### src/rtl/spi_cmd_initiator.sv
`default_nettype none
// ============================================================================
// Module   : spi_cmd_initiator
// Brief    : SPI mode-0 master issuing {rw_n, addr, data} frames to the bus bridge.
// Revision : 1.0 - initial release
// ============================================================================
module spi_cmd_initiator #(
    parameter int SCLK_DIV      = 4,
    parameter int READY_TIMEOUT = 1024
) (
    input  logic        clk_sys_i,
    input  logic        reset_ni,
    input  logic        cmd_valid_i,
    output logic        cmd_ready_o,
    input  logic        cmd_rw_ni,
    input  logic [16:0] cmd_addr_i,
    input  logic [7:0]  cmd_data_i,
    output logic        rsp_valid_o,
    output logic [7:0]  rsp_data_o,
    output logic        rsp_timeout_o,
    output logic        busy_o,
    output logic        spi_sclk_o,
    output logic        spi_cs_no,
    output logic        spi_tx_o,
    input  logic        spi_rx_i,
    input  logic        spi_ready_ni
);
    localparam int DIV_W = (SCLK_DIV > 1) ? $clog2(SCLK_DIV) : 1;
    localparam int GAP_W = $clog2(SCLK_DIV + 1);
    localparam int TMO_W = $clog2(READY_TIMEOUT + 1);
    localparam logic [DIV_W-1:0] c_div_last     = DIV_W'(SCLK_DIV - 1);
    localparam logic [GAP_W-1:0] c_gap          = GAP_W'(SCLK_DIV);
    localparam logic [TMO_W-1:0] c_tmo          = TMO_W'(READY_TIMEOUT);
    localparam logic [5:0]       c_last_cmd_bit = 6'd31;
    localparam logic [5:0]       c_last_rd_bit  = 6'd39;

    typedef enum logic [2:0] {
        S_IDLE     = 3'd0,
        S_SETUP    = 3'd1,
        S_SHIFT    = 3'd2,
        S_WAIT_RDY = 3'd3,
        S_READ     = 3'd4,
        S_HOLD     = 3'd5
    } state_t;

    state_t           r_state, w_state_nxt;
    logic [DIV_W-1:0] r_div, w_div_nxt;
    logic [5:0]       r_bit, w_bit_nxt;
    logic [TMO_W-1:0] r_tmo, w_tmo_nxt;
    logic [GAP_W-1:0] r_gap, w_gap_nxt;
    logic [31:0]      r_sr, w_sr_nxt;
    logic [7:0]       r_rx, w_rx_nxt;
    logic             r_rw, w_rw_nxt;
    logic             r_to, w_to_nxt;
    logic             r_sclk, w_sclk_nxt;
    logic             r_cs_n, w_cs_n_nxt;
    logic             r_rsp_valid, w_rsp_valid_nxt;
    logic [7:0]       r_rsp_data, w_rsp_data_nxt;
    logic             r_rsp_to, w_rsp_to_nxt;
    logic [1:0]       r_rdy_sync;
    logic             w_rdy;
    logic             w_div_end;
    logic             w_accept;

    assign w_rdy     = ~r_rdy_sync[1];
    assign w_div_end = (r_div == c_div_last);
    assign w_accept  = cmd_valid_i && cmd_ready_o;

    always_comb begin
        w_state_nxt     = r_state;
        w_div_nxt       = r_div;
        w_bit_nxt       = r_bit;
        w_tmo_nxt       = r_tmo;
        w_gap_nxt       = r_gap;
        w_sr_nxt        = r_sr;
        w_rx_nxt        = r_rx;
        w_rw_nxt        = r_rw;
        w_to_nxt        = r_to;
        w_sclk_nxt      = r_sclk;
        w_cs_n_nxt      = r_cs_n;
        w_rsp_valid_nxt = 1'b0;
        w_rsp_data_nxt  = r_rsp_data;
        w_rsp_to_nxt    = r_rsp_to;
        case (r_state)
            S_IDLE: begin
                if (r_gap != '0) w_gap_nxt = r_gap - 1'b1;
                if (w_accept) begin
                    w_state_nxt = S_SETUP;
                    w_div_nxt   = '0;
                    w_bit_nxt   = '0;
                    w_sr_nxt    = {cmd_rw_ni, 6'b0, cmd_addr_i, cmd_rw_ni ? 8'h00 : cmd_data_i};
                    w_rw_nxt    = cmd_rw_ni;
                    w_to_nxt    = 1'b0;
                    w_rx_nxt    = '0;
                    w_cs_n_nxt  = 1'b0;
                end
            end
            S_SETUP: begin
                if (w_div_end) begin
                    w_div_nxt   = '0;
                    w_sclk_nxt  = 1'b1;
                    w_state_nxt = S_SHIFT;
                end else begin
                    w_div_nxt = r_div + 1'b1;
                end
            end
            S_SHIFT: begin
                if (!w_div_end) begin
                    w_div_nxt = r_div + 1'b1;
                end else begin
                    w_div_nxt = '0;
                    if (r_sclk) begin
                        // Falling edge: present the next bit while SCLK is low.
                        w_sclk_nxt = 1'b0;
                        w_sr_nxt   = {r_sr[30:0], 1'b0};
                        w_bit_nxt  = r_bit + 1'b1;
                        if (r_bit == c_last_cmd_bit) begin
                            w_state_nxt = S_WAIT_RDY;
                            w_tmo_nxt   = '0;
                        end
                    end else begin
                        w_sclk_nxt = 1'b1;
                    end
                end
            end
            S_WAIT_RDY: begin
                // Ready is tested before the limit so a last-cycle ready still wins.
                if (w_rdy) begin
                    w_div_nxt   = '0;
                    w_state_nxt = r_rw ? S_READ : S_HOLD;
                end else if (r_tmo == c_tmo) begin
                    w_to_nxt    = 1'b1;
                    w_div_nxt   = '0;
                    w_state_nxt = S_HOLD;
                end else begin
                    w_tmo_nxt = r_tmo + 1'b1;
                end
            end
            S_READ: begin
                if (!w_div_end) begin
                    w_div_nxt = r_div + 1'b1;
                end else begin
                    w_div_nxt = '0;
                    if (r_sclk) begin
                        w_sclk_nxt = 1'b0;
                        w_bit_nxt  = r_bit + 1'b1;
                        if (r_bit == c_last_rd_bit) w_state_nxt = S_HOLD;
                    end else begin
                        w_sclk_nxt = 1'b1;
                        w_rx_nxt   = {r_rx[6:0], spi_rx_i};
                    end
                end
            end
            S_HOLD: begin
                if (w_div_end) begin
                    w_div_nxt       = '0;
                    w_cs_n_nxt      = 1'b1;
                    w_rsp_valid_nxt = 1'b1;
                    w_rsp_data_nxt  = (r_rw && !r_to) ? r_rx : 8'h00;
                    w_rsp_to_nxt    = r_to;
                    w_gap_nxt       = c_gap;
                    w_state_nxt     = S_IDLE;
                end else begin
                    w_div_nxt = r_div + 1'b1;
                end
            end
            default: w_state_nxt = S_IDLE;
        endcase
    end

    always_ff @(posedge clk_sys_i or negedge reset_ni) begin
        if (!reset_ni) begin
            r_state     <= S_IDLE;
            r_div       <= '0;
            r_bit       <= '0;
            r_tmo       <= '0;
            r_gap       <= c_gap;
            r_sr        <= '0;
            r_rx        <= '0;
            r_rw        <= 1'b0;
            r_to        <= 1'b0;
            r_sclk      <= 1'b0;
            r_cs_n      <= 1'b1;
            r_rsp_valid <= 1'b0;
            r_rsp_data  <= '0;
            r_rsp_to    <= 1'b0;
            r_rdy_sync  <= 2'b11;
        end else begin
            r_state     <= w_state_nxt;
            r_div       <= w_div_nxt;
            r_bit       <= w_bit_nxt;
            r_tmo       <= w_tmo_nxt;
            r_gap       <= w_gap_nxt;
            r_sr        <= w_sr_nxt;
            r_rx        <= w_rx_nxt;
            r_rw        <= w_rw_nxt;
            r_to        <= w_to_nxt;
            r_sclk      <= w_sclk_nxt;
            r_cs_n      <= w_cs_n_nxt;
            r_rsp_valid <= w_rsp_valid_nxt;
            r_rsp_data  <= w_rsp_data_nxt;
            r_rsp_to    <= w_rsp_to_nxt;
            r_rdy_sync  <= {r_rdy_sync[0], spi_ready_ni};
        end
    end

    assign cmd_ready_o   = (r_state == S_IDLE) && (r_gap == '0);
    assign busy_o        = (r_state != S_IDLE);
    assign rsp_valid_o   = r_rsp_valid;
    assign rsp_data_o    = r_rsp_data;
    assign rsp_timeout_o = r_rsp_to;
    assign spi_sclk_o    = r_sclk;
    assign spi_cs_no     = r_cs_n;
    assign spi_tx_o      = r_sr[31];

endmodule
`default_nettype wire
### config.mk
export PLATFORM = sky130hd
export DESIGN_NAME = spi_cmd_initiator
export DESIGN_NICKNAME = d
export VERILOG_FILES = /design/src/rtl/spi_cmd_initiator.sv
export SDC_FILE = /design/constraint.sdc
export NUM_CORES = 1
export LEC_CHECK = 0
export CORE_MARGIN = 4
export CORE_UTILIZATION = 35
export CTS_CLUSTER_DIAMETER = 60
export DETAILED_ROUTE_END_ITERATION = 10
export DONT_BUFFER_PORTS = 1
export SLEW_MARGIN = 20
export SYNTH_ARGS = -nofsm -noshare
export SYNTH_HDL_FRONTEND = slang
export SYNTH_SLANG_ARGS = --single-unit
### constraint.sdc
create_clock -name clk_sys_i -period 2.15 [get_ports clk_sys_i]
set_clock_uncertainty 0.1 [all_clocks]
set_input_delay 0.215 -clock clk_sys_i [delete_from_list [all_inputs] [get_ports clk_sys_i]]
set_output_delay 0.215 -clock clk_sys_i [all_outputs]
set_load 0.005 [all_outputs]
### Word level (Yosys, flattened, before mapping)

Cells that the tools add are included.

| storage, ports and cells | value |
|---|---|
| register bits | 81 |

| operators by class | value |
|---|---|
| $add $sub $neg | 4 |
| equality and inequality tests | 26 |
| mux-type cells | 52 |
| reductions and logical operators | 30 |

Operators by type and width:

| kind | count |
|---|---|
| $mux 32 | 3 |
| $pmux 32 s2 | 1 |
| $mux 11 | 5 |
| $mux 8 | 5 |
| $mux 3 | 13 |
| $ne 2x2->1 const B | 14 |
| $pmux 11 s2 | 1 |
| $mux 6 | 3 |
| $pmux 3 s6 | 1 |
| $pmux 8 s2 | 1 |
| $reduce_and 4->1 | 4 |
| $reduce_bool 2->1 | 7 |
| $pmux 6 s2 | 1 |
| $reduce_and 3->1 | 4 |
| $add 11x1->11 const B | 1 |
| $eq 11x11->1 const B | 1 |
| $reduce_and 10->1 | 1 |
| $mux 1 | 9 |
| $reduce_bool 3->1 | 3 |
| $mux 2 | 4 |
| $add 6x1->6 const B | 1 |
| $eq 3x2->1 const B | 2 |
| $eq 3x3->1 const B | 2 |
| $eq 6x5->1 const B | 1 |
| 17 further kinds | 24 |

### Logic depth before layout (Yosys ltp)

| depth | value |
|---|---|
| word-level depth | 5 |
| depth in mapped cells | 8 |
| depth with buffers taken out | 6 |

### Worst setup path after synthesis

Ideal clock, no wire load.

| timing | value |
|---|---|
| kind | flip-flop to flip-flop |
| start point | register r_tmo[6] |
| end point | register r_state[1] |
| arrival time | 1.886 ns |
| required time | 1.932 ns |
| setup slack | 0.046 ns |
| cell stages (with the launch flop) | 5 |
| path buffers | 0 |
| period minus slack after synthesis | 2.104 ns |
| cells stage by stage | dfrtp_1 or4_4 o31a_1 or4_4 a21o_1 |

| on the way | value |
|---|---|
| longest elaborated chain between the ends | 3 |

Ends and longest elaborated chain:

| what | RTL line | text |
|---|---|---|
| start, declared | 49 | `logic [TMO_W-1:0] r_tmo, w_tmo_nxt;` |
| start signal, assigned | 192 | `r_tmo <= w_tmo_nxt;` |
| $eq 11x11->1 | 131 | `end else if (r_tmo == c_tmo) begin` |
| $ne 3x3->1 (no source line) | -- |  |
| $reduce_and 10->1 (no source line) | -- |  |
| end signal, assigned | 189 | `r_state <= w_state_nxt;` |
| end, declared | 46 | `state_t r_state, w_state_nxt;` |

Every way passes these cells.
A chain may end at the register's enable or synchronous reset.

### Final worst setup path

Same ends and word-level chain as after synthesis.

==> summary.md <==
| Metric | Value |
|---|---|
| Area leader, netlist | `dfrtp_1` |
| Crit path launch type | `flip-flop` |
| Detailed Place HPWL | `6100 um` |
| YS warnings | `0` |
| Site row count | `39` |
| GP Congestion | `0.869` |
| Tot GR Track Use | `0.146` |
| Vias in the first global route | `3283` |
| Crit. End Element | `flip-flop` |
| DIE AREA | `13600 um2` |
| EDFF count, synth | `0` |
| ANT nets after route | `0` |
| Power, Total | `3.24 mW` |
| # diodes | `0` |
| Synth Area per Inst | `9.43 um2` |
| Initial antenna violation count | `0` |
| Maximum vdd drop | `0.531 mV` |
| Register-to-Register Setup Slack | `0.06 ns` |
| Core Area | `11500 um2` |
| Crit-path max FO | `4` |
| Hold Slack | `-0.529 ns` |
| DRC Markers | `0` |
| CP most frequent cell | `or4_4` |
| Die W | `117 um` |
| Share of layout cells above drive strength 1 | `0.137` |
| Netlist cell types | `58` |
| Syn nets | `476` |
| Post-layout util | `0.433` |
| Hold WC Path Type | `input port to asynchronous set/reset pin` |
| Wire per inst | `15.0 um` |
| # clock sinks | `81` |
| Post-CTS Hold Fix Bufs | `20` |
| Slowest CP cell | `or4_4` |
| Fmax | `478 MHz` |
| Vias per cell | `5.30` |
| Root buffer cell | `clkbuf_16` |
| Failing checks | `negative hold slack` |
| CTS tree | `done` |
| Clk Latency, worst-skew pair | `0.34 ns` |
| DR iter-0 viols | `244` |
| Final setup TNS | `0 ns` |
| Leading cell types in the layout, fill and taps excluded | `nand2_1 (87), dfrtp_1 (77), o21ai_0 (50)` |
| Worst slew margin | `0.631` |
| Synthesis-to-finish area growth | `20.4%` |
| PortBufs | `0` |
| Synth Instances | `439` |
| Final setup violation count | `0` |
| Final Hold Viols | `81` |
| Worst slew pin tran | `0.552 ns` |
| Pin count of the biggest net entering global routing | `82` |
| Sequential fraction of the synthesis area | `0.491` |
| CP max stage delay | `0.53 ns` |
| Global route overflow | `0` |
| CP required | `2.27 ns` |
| Fin. max-slew vios | `0` |
| Ys async rst share | `1.00` |
| Die height | `117 um` |
| Starting density of the core | `0.359` |
| Commonest register cell after synthesis | `dfrtp_1` |
| Pwr dens | `651 nW/um2` |
| Post-CTS Setup Repair Bufs | `0` |
| Arr. time, crit path | `2.22 ns` |
| Register bit count reported by yosys | `81` |
| Min cycle time layout | `2.09 ns` |
| Final net count | `507` |
| Static leakage | `2.24 nW` |
| Io pins | `46` |
| Clock slew at reported path FFs | `0.06 ns` |
| Max-cap violations | `0` |
| Synth top area cells | `dfrtp_1 (47%), nand2_1 (7.9%), o21ai_0 (6.0%)` |
| Drt total wl | `9270 um` |
| Vias | `3277` |
| Fin crit share | `0.973` |
| First-pass GRT wire length | `16000 um` |
| Synth top area share | `0.466` |
| Num CTS Buffers | `9` |
| Status | `finished with violations` |
| 1st-pass router iterations | `4` |
| CTS H-tree depth | `3` |
| Top delay family on crit path | `simple AND/OR/NAND/NOR gates` |
| Leading cell type in the layout, fill and taps excluded | `nand2_1` |
| Crit path kind | `flip-flop to flip-flop` |
| CTS max path bufs | `2` |
| Worst-path cell chain | `or4_4, o31a_1, or4_4, a21o_1` |
| Post-Synthesis Cell Area | `4140 um2` |
| WP buf/inv | `0` |
-- flip-flops by register name (all words and copies together), names as in the netlist --
name and cells:
rsp_data_o 8, rsp_valid_o 1, r_rdy_sync 2, r_gap 3
r_bit 6, rsp_timeout_o 1, r_div 2, r_state 3
r_tmo 11, spi_sclk_o 1, r_rx 8, r_to 1
r_sr 32, spi_cs_no 1, r_rw 1
-- timing repair --
action                                  CTS  global route
gates resized for setup                   0             3
endpoints found under the setup margin    0            12
hold endpoints to repair                101            81
-- metal layers --
layer	vias to the layer above	share of wire	track usage	wire length, um
li1	1622	-	-	-
met1	1575	0.48	0.196	4430
met2	70	0.45	0.228	4210
met3	10	0.058	0.0482	536
met4	0	0.010	0.0413	95
met5	-	0	0	0
-- metrics by stage --
stage	area (um2)	setup WS, ns	instances
floorplan	4140	0.0456	439
global placement	4460	0.113	582
detailed placement	4460	0.0125	582
CTS	4970	0.0492	618
global route	4980	-0.0117	618
finish	4980	0.0574	618
-- synthesized netlist by cell type, types with 3 or more instances --
cell,count
a21oi_1,15
clkbuf_1,22
inv_1,11
nor3b_1,10
ha_1,6
dfrtp_1,77
o31ai_1,5
o21a_1,8
a21o_1,4
or4_1,3
mux2_2,5
mux2i_1,22
dfstp_2,4
o21ai_0,50
o2111ai_1,5
nor4_1,3
nand2b_1,8
nor2b_1,5
nand3_1,18
nor4b_1,3
and3_1,5
a31oi_1,6
buf_1,3
nand3b_1,3
nand2_1,87
nor2_1,8
a211o_1,3
-- cells by family after synthesis --
kind of cell,after synthesis,synth area share
muxes,27,0.0668
adders and majority gates,6,0.0181
buffers and inverters,38,0.0351
DFF,81,0.491
and+or+nand+nor,175,0.222
AOI/OAI and AO/OA,112,0.167
-- cell type report --
cell class | instances | area [um2]
fill | 1131 | 6530
clock buffer | 11 | 253
multi-input combinational | 320 | 1980
sequential | 81 | 2030
inverter | 11 | 41.3
clock inverter | 5 | 61.3
tap | 143 | 179
timing repair buffer | 47 | 440
-- final timing paths --
check | start | to | cells after the start
max in group asynchronous | reset_ni | r_gap[2] | 0
worst min register to register | r_rdy_sync[0] | r_rdy_sync[1] | 0
min in group clk_sys_i | cmd_rw_ni | r_sr[31] | 2
worst max-delay path | r_tmo[6] | r_state[1] | 4
worst min-delay path | reset_ni | r_tmo[4] | 0
worst max register to register | r_tmo[6] | r_state[1] | 4
-- report_power, final --
part | internal, mW | total (mW) | switching [mW]
clock network | 0.967 | 1.59 | 0.625
registers | 1.56 | 1.58 | 0.0204
logic | 0.0481 | 0.0753 | 0.0271
(Power assumes the default switching activity.)
